<file path="src/rtl/pipe_idexe_reg.sv">
// ID->EXE pipeline register.
// Latches decoded operands/control and precomputes the ALU A/B source selects
// (00 reg, 01 sa/imm, 10 forward from EXE result, 11 forward from MEM result).
// Detects a load-use hazard against the instruction in EXE, raises stall and
// inserts a bubble. A flush kills the decode-slot instruction and wins over stall.
// Optional build macro PIPE_IDEXE_PERF_EN adds stall/bubble event counters.
module pipe_idexe_reg #(
   parameter int DW  = 32,
   parameter int RW  = 5,
   parameter int ACW = 5
) (
   input  logic           clock,
   input  logic           resetn,
   input  logic           d_valid,
   input  logic [RW-1:0]  d_rs,
   input  logic [RW-1:0]  d_rt,
   input  logic [RW-1:0]  d_rn,
   input  logic           d_wreg,
   input  logic           d_m2reg,
   input  logic           d_wmem,
   input  logic           d_shift,
   input  logic           d_aluimm,
   input  logic           d_jal,
   input  logic [ACW-1:0] d_aluc,
   input  logic [DW-1:0]  d_ra,
   input  logic [DW-1:0]  d_rb,
   input  logic [DW-1:0]  d_imm,
   input  logic [DW-1:0]  d_pc4,
   input  logic           flush,
   input  logic [RW-1:0]  m_rn,
   input  logic           m_wreg,
   output logic           stall,
   output logic           e_valid,
   output logic [DW-1:0]  ea,
   output logic [DW-1:0]  eb,
   output logic [DW-1:0]  eimm,
   output logic [DW-1:0]  epc4,
   output logic [RW-1:0]  ern0,
   output logic [ACW-1:0] ealuc,
   output logic           ejal,
   output logic           ewreg,
   output logic           em2reg,
   output logic           ewmem,
   output logic [1:0]     adepend,
   output logic [1:0]     bdepend
`ifdef PIPE_IDEXE_PERF_EN
   ,
   output logic [31:0]    stall_cnt,
   output logic [31:0]    bubble_cnt
`endif
);

   // Source-select encodings
   localparam logic [1:0] SEL_REG  = 2'b00;
   localparam logic [1:0] SEL_IMM  = 2'b01;
   localparam logic [1:0] SEL_EALU = 2'b10;
   localparam logic [1:0] SEL_MALU = 2'b11;

   // EXE-stage state
   logic           e_valid_q, e_valid_d;
   logic [DW-1:0]  ea_q, ea_d;
   logic [DW-1:0]  eb_q, eb_d;
   logic [DW-1:0]  eimm_q, eimm_d;
   logic [DW-1:0]  epc4_q, epc4_d;
   logic [RW-1:0]  ern0_q, ern0_d;
   logic [ACW-1:0] ealuc_q, ealuc_d;
   logic           ejal_q, ejal_d;
   logic           ewreg_q, ewreg_d;
   logic           em2reg_q, em2reg_d;
   logic           ewmem_q, ewmem_d;
   logic [1:0]     adepend_q, adepend_d;
   logic [1:0]     bdepend_q, bdepend_d;

   // Hazard / forwarding terms
   logic [RW-1:0]  e_rn;
   logic           use_a, use_b;
   logic           hit_e_rs, hit_e_rt, hit_m_rs, hit_m_rt;
   logic           stall_c;
   logic           bubble;

   // Compare decode sources against the EXE (jal-adjusted) and MEM destinations
   always_comb begin
      e_rn     = ern0_q | {RW{ejal_q}};
      use_a    = ~d_shift;
      use_b    = ~d_aluimm | d_wmem;
      hit_e_rs = e_valid_q & ewreg_q & (e_rn != '0) & (e_rn == d_rs);
      hit_e_rt = e_valid_q & ewreg_q & (e_rn != '0) & (e_rn == d_rt);
      hit_m_rs = m_wreg & (m_rn != '0) & (m_rn == d_rs);
      hit_m_rt = m_wreg & (m_rn != '0) & (m_rn == d_rt);
   end

   // Load-use stall (suppressed by flush) and bubble insertion decision
   always_comb begin
      stall_c = resetn & d_valid & ~flush & e_valid_q & em2reg_q &
                ((use_a & hit_e_rs) | (use_b & hit_e_rt));
      bubble  = flush | stall_c | ~d_valid;
   end

   // Next EXE contents: datapath always follows decode, control is killed on a bubble
   always_comb begin
      ea_d      = d_ra;
      eb_d      = d_rb;
      eimm_d    = d_imm;
      epc4_d    = d_pc4;
      ern0_d    = d_rn;
      ealuc_d   = d_aluc;
      e_valid_d = 1'b0;
      ejal_d    = 1'b0;
      ewreg_d   = 1'b0;
      em2reg_d  = 1'b0;
      ewmem_d   = 1'b0;
      adepend_d = SEL_REG;
      bdepend_d = SEL_REG;
      if (!bubble) begin
         e_valid_d = 1'b1;
         ejal_d    = d_jal;
         ewreg_d   = d_wreg;
         em2reg_d  = d_m2reg;
         ewmem_d   = d_wmem;
         // EXE match beats MEM match: it carries the newest value
         if (d_shift)       adepend_d = SEL_IMM;
         else if (hit_e_rs) adepend_d = SEL_EALU;
         else if (hit_m_rs) adepend_d = SEL_MALU;
         if (d_aluimm)      bdepend_d = SEL_IMM;
         else if (hit_e_rt) bdepend_d = SEL_EALU;
         else if (hit_m_rt) bdepend_d = SEL_MALU;
      end
   end

   // EXE-stage register bank with asynchronous clear
   always_ff @(posedge clock or negedge resetn) begin
      if (!resetn) begin
         e_valid_q <= 1'b0;
         ea_q      <= '0;
         eb_q      <= '0;
         eimm_q    <= '0;
         epc4_q    <= '0;
         ern0_q    <= '0;
         ealuc_q   <= '0;
         ejal_q    <= 1'b0;
         ewreg_q   <= 1'b0;
         em2reg_q  <= 1'b0;
         ewmem_q   <= 1'b0;
         adepend_q <= SEL_REG;
         bdepend_q <= SEL_REG;
      end else begin
         e_valid_q <= e_valid_d;
         ea_q      <= ea_d;
         eb_q      <= eb_d;
         eimm_q    <= eimm_d;
         epc4_q    <= epc4_d;
         ern0_q    <= ern0_d;
         ealuc_q   <= ealuc_d;
         ejal_q    <= ejal_d;
         ewreg_q   <= ewreg_d;
         em2reg_q  <= em2reg_d;
         ewmem_q   <= ewmem_d;
         adepend_q <= adepend_d;
         bdepend_q <= bdepend_d;
      end
   end

   assign stall   = stall_c;
   assign e_valid = e_valid_q;
   assign ea      = ea_q;
   assign eb      = eb_q;
   assign eimm    = eimm_q;
   assign epc4    = epc4_q;
   assign ern0    = ern0_q;
   assign ealuc   = ealuc_q;
   assign ejal    = ejal_q;
   assign ewreg   = ewreg_q;
   assign em2reg  = em2reg_q;
   assign ewmem   = ewmem_q;
   assign adepend = adepend_q;
   assign bdepend = bdepend_q;

`ifdef PIPE_IDEXE_PERF_EN
   logic [31:0] stall_cnt_q, stall_cnt_d;
   logic [31:0] bubble_cnt_q, bubble_cnt_d;

   // Event counters, free-running with natural 32-bit wrap
   always_comb begin
      stall_cnt_d  = stall_cnt_q + {31'd0, stall_c};
      bubble_cnt_d = bubble_cnt_q + {31'd0, bubble};
   end

   // Counter registers
   always_ff @(posedge clock or negedge resetn) begin
      if (!resetn) begin
         stall_cnt_q  <= '0;
         bubble_cnt_q <= '0;
      end else begin
         stall_cnt_q  <= stall_cnt_d;
         bubble_cnt_q <= bubble_cnt_d;
      end
   end

   assign stall_cnt  = stall_cnt_q;
   assign bubble_cnt = bubble_cnt_q;
`endif

endmodule

</file>
<file path="config.mk">
export PLATFORM = sky130hd
export DESIGN_NAME = pipe_idexe_reg
export DESIGN_NICKNAME = d
export VERILOG_FILES = /design/src/rtl/pipe_idexe_reg.sv
export SDC_FILE = /design/constraint.sdc
export NUM_CORES = 1
export LEC_CHECK = 0
export CAP_MARGIN = 40
export CELL_PAD_IN_SITES_DETAIL_PLACEMENT = 1
export CELL_PAD_IN_SITES_GLOBAL_PLACEMENT = 2
export CORE_MARGIN = 2
export CORE_UTILIZATION = 21
export DETAILED_ROUTE_END_ITERATION = 10
export PLACE_DENSITY = 0.89
export SYNTH_ARGS = -nofsm -noshare
export SYNTH_HDL_FRONTEND = slang
export SYNTH_SLANG_ARGS = --single-unit
</file>
<file path="constraint.sdc">
create_clock -name clock -period 2.3 [get_ports clock]
set_input_delay 0.345 -clock clock [delete_from_list [all_inputs] [get_ports clock]]
set_output_delay 0.345 -clock clock [all_outputs]
set_load 0.01 [all_outputs]
</file>
==> flow_metrics.tcl <==
set metrics [dict create \
    cts_root_buf "clkbuf_16" \
    cts_buffer_depth 2 \
    design.core.area_um2 20000 \
    hold_viol_final 22 \
    worst-path-max-fanout 5 \
    drv_cap 0 \
    final_common_cell "clkdlybuf4s50_1" \
    hold-worst-slack_ns -0.0242 \
    hold_buffers 0 \
    drc_errors 0 \
    drt-initial-drc-count 100 \
    power-per-cell-area_nw_per_um2 755 \
    htree_levels 4 \
    synthCells 227 \
    die_area_um2 21400 \
    start_kind "flop" \
    clk_latency_ns 0.41 \
    setup_slack_ns -0.168 \
    gp_routability_congestion 0.869 \
    grt_pass1_vias 4058 \
    cts.clk_slew.worst_paths_ns 0.07 \
    setup_violations 1 \
    crit_required_ns 1.96 \
    ys_seq_area_share_pct 86.5 \
    clock.fmax_ghz 0.405 \
    gr-usage-all-layers_pct 15.0 \
    ant_nets 0 \
    critical_path_class "reg -> out" \
    status "complete, but fails checks" \
    post-route-period-util_pct 107 \
    viasPerCell 3.83 \
    area_delta_synth_final_pct 102 \
    syn_nets 391 \
    vias 3330 \
    die_y_um 146 \
    total_power_w 0.00648 \
    yosys_warnings 0 \
    grt_pass1_wl_um 24200 \
    dp_cells 834 \
    finalCriticalPeriod_ns 2.47 \
    ios 312 \
    cts_sinks 147 \
    slew_headroom_pct 40.8 \
    fin_skew_ns 0.00738 \
    synth_area_um2 4250 \
    routed_wl_um 15700 \
    cts-buffers-inserted 17 \
    antennaDiodeCount 0 \
    drive_gt1_share_pct 13.7 \
    final.fill_count 2101 \
    antenna_found_initial 0 \
    arrival_ns 2.12 \
    grt_setup_unrepaired "true" \
    nets 750 \
    synth_cell_types 30 \
    slew_viol_final 0 \
    cts_tree "yes" \
    hold_path_class "in -> async" \
    vdd.ir_drop.worst_mv 0.449 \
    failed_checks "hold timing, setup timing" \
    syn_avg_cell_area_um2 18.7 \
    overflow 0 \
    critPathCaptureType "primary output" \
    start_util_pct 21.2 \
    wire_per_inst_um 18.0 \
    hpwl_um 12300 \
    ys_ff_latch 147 \
    tightest_slew_ns 0.888 \
    power_leakage_nw 3.54 \
    final_cell_mix "309 x clkdlybuf4s50_1, 143 x dfrtp_1, 30 x buf_4, 17 x clkbuf_16, 12 x xnor2_1" \
    placed_cell_area_um2 7910 \
    std_cell_rows 52 \
    final_cell_area_um2 8580 \
    dr.pass1.iters 4 \
    stdcell_count 869 \
    grt_max_degree 148 \
    die_w_um 146 \
    port_buffers 311 \
]
cells by family (layout without fill, tap and decap cells):
kind of cell,count (synthesis),count (layout),synth area share [%]
and+or+nand+nor,45,45,6.03
buffers and inverters,2,374,0.353
AOI/OAI and AO/OA,17,17,3.85
DFF,147,147,86.5
xor gates and xnor gates,16,16,3.29
metal layers:
| metal | global-route usage (%) | wire, µm |
|---|---|---|
| met3 | 5.31 | 1070 |
| met2 | 27.6 | 8570 |
| met5 | 0 | 0 |
| met1 | 15.8 | 5700 |
| met4 | 5.53 | 321 |
synth_stat cells:
cell       number  area (µm²)
nor4_1          1        6.26
or3_1           1        6.26
nand2_1         8        30.0
a22oi_1         1        7.51
o211ai_1        2        15.0
or4_1           3        22.5
nand2b_1        3        18.8
xnor2_1        12         105
buf_6           1        11.3
clkbuf_1        1        3.75
nand4_1         1        6.26
xor2_1          4        35.0
and4bb_2        2        25.0
a21oi_4         1        16.3
o21ai_0         2        10.0
nand3_1         3        15.0
nor2_1         11        41.3
a21oi_1         5        25.0
and2_1          2        12.5
nor3_1          5        25.0
or4_4           1        11.3
o311ai_4        1        26.3
a2111oi_4       1        27.5
or3_4           1        11.3
a32oi_1         2        17.5
o22a_2          1        10.0
o22a_1          1        8.76
dfrtp_1       147        3680
nor2b_1         2        12.5
nor4_2          1        12.5
power by group:
part / internal (W) / switching (W) / leakage (nW) / total [W]
logic: 0.000521 / 0.000292 / 1.53 / 0.000813
clock network: 0.00174 / 0.00117 / 0.288 / 0.00291
registers: 0.00271 / 0.0000496 / 1.73 / 0.00276
through the flow:
step | TNS, ns | setup slack, ns | utilization, %
2_1_floorplan | 0 | 0.231 | -
3_3_place_gp | -0.531 | -0.501 | 39.5
3_5_place_dp | -1.18 | -0.572 | 39.5
4_1_cts | -0.200 | -0.200 | 42.8
5_1_grt | -0.266 | -0.266 | 42.8
6_report | -0.168 | -0.168 | 42.8
layout make-up:
| cell class | instances | area (µm²) | share of cell area (%) |
|---|---|---|---|
| timing repair buffer | 342 | 3360 | 39.1 |
| tap | 270 | 338 | 3.94 |
| clock inverter | 15 | 196 | 2.29 |
| multi-input combinational | 78 | 581 | 6.76 |
| clock buffer | 17 | 425 | 4.96 |
| sequential | 147 | 3680 | 42.9 |
worst max-delay path, stage by stage (launching register included):
cell and delay, ns:
dfrtp_2 0.44, or4_4 0.56, o311ai_4 0.26, nor2_1 0.15, nand3_2 0.12, a21oi_4 0.07, buf_6 0.12
worst paths after layout:
check	start	to	slack, ns	cells after the start
setup / recovery	ejal	stall	-0.17	6
hold / removal	resetn	eimm[10]	-0.02	2
setup reg to reg	ejal	bdepend[1]	0.22	7
hold reg to reg	ewreg	adepend[1]	0.78	4
max in group asynchronous	resetn	ern0[3]	1.52	2
min in group clock	d_imm[15]	eimm[15]	0.36	1
registers in the layout, indices dropped and copies added, names as in the netlist:
register and flops:
eimm 32, ealuc 5, bdepend 2, ewmem 1
ea 32, ern0 5, em2reg 1, ejal 1
e_valid 1, epc4 32, ewreg 1, adepend 2
eb 32
repair_timing:
action,CTS,global route
gates resized for setup,10,3
setup buffers,2,1
setup endpoints to repair,1,1
pin swaps,3,2
Power figures use the tool's default switching activity.
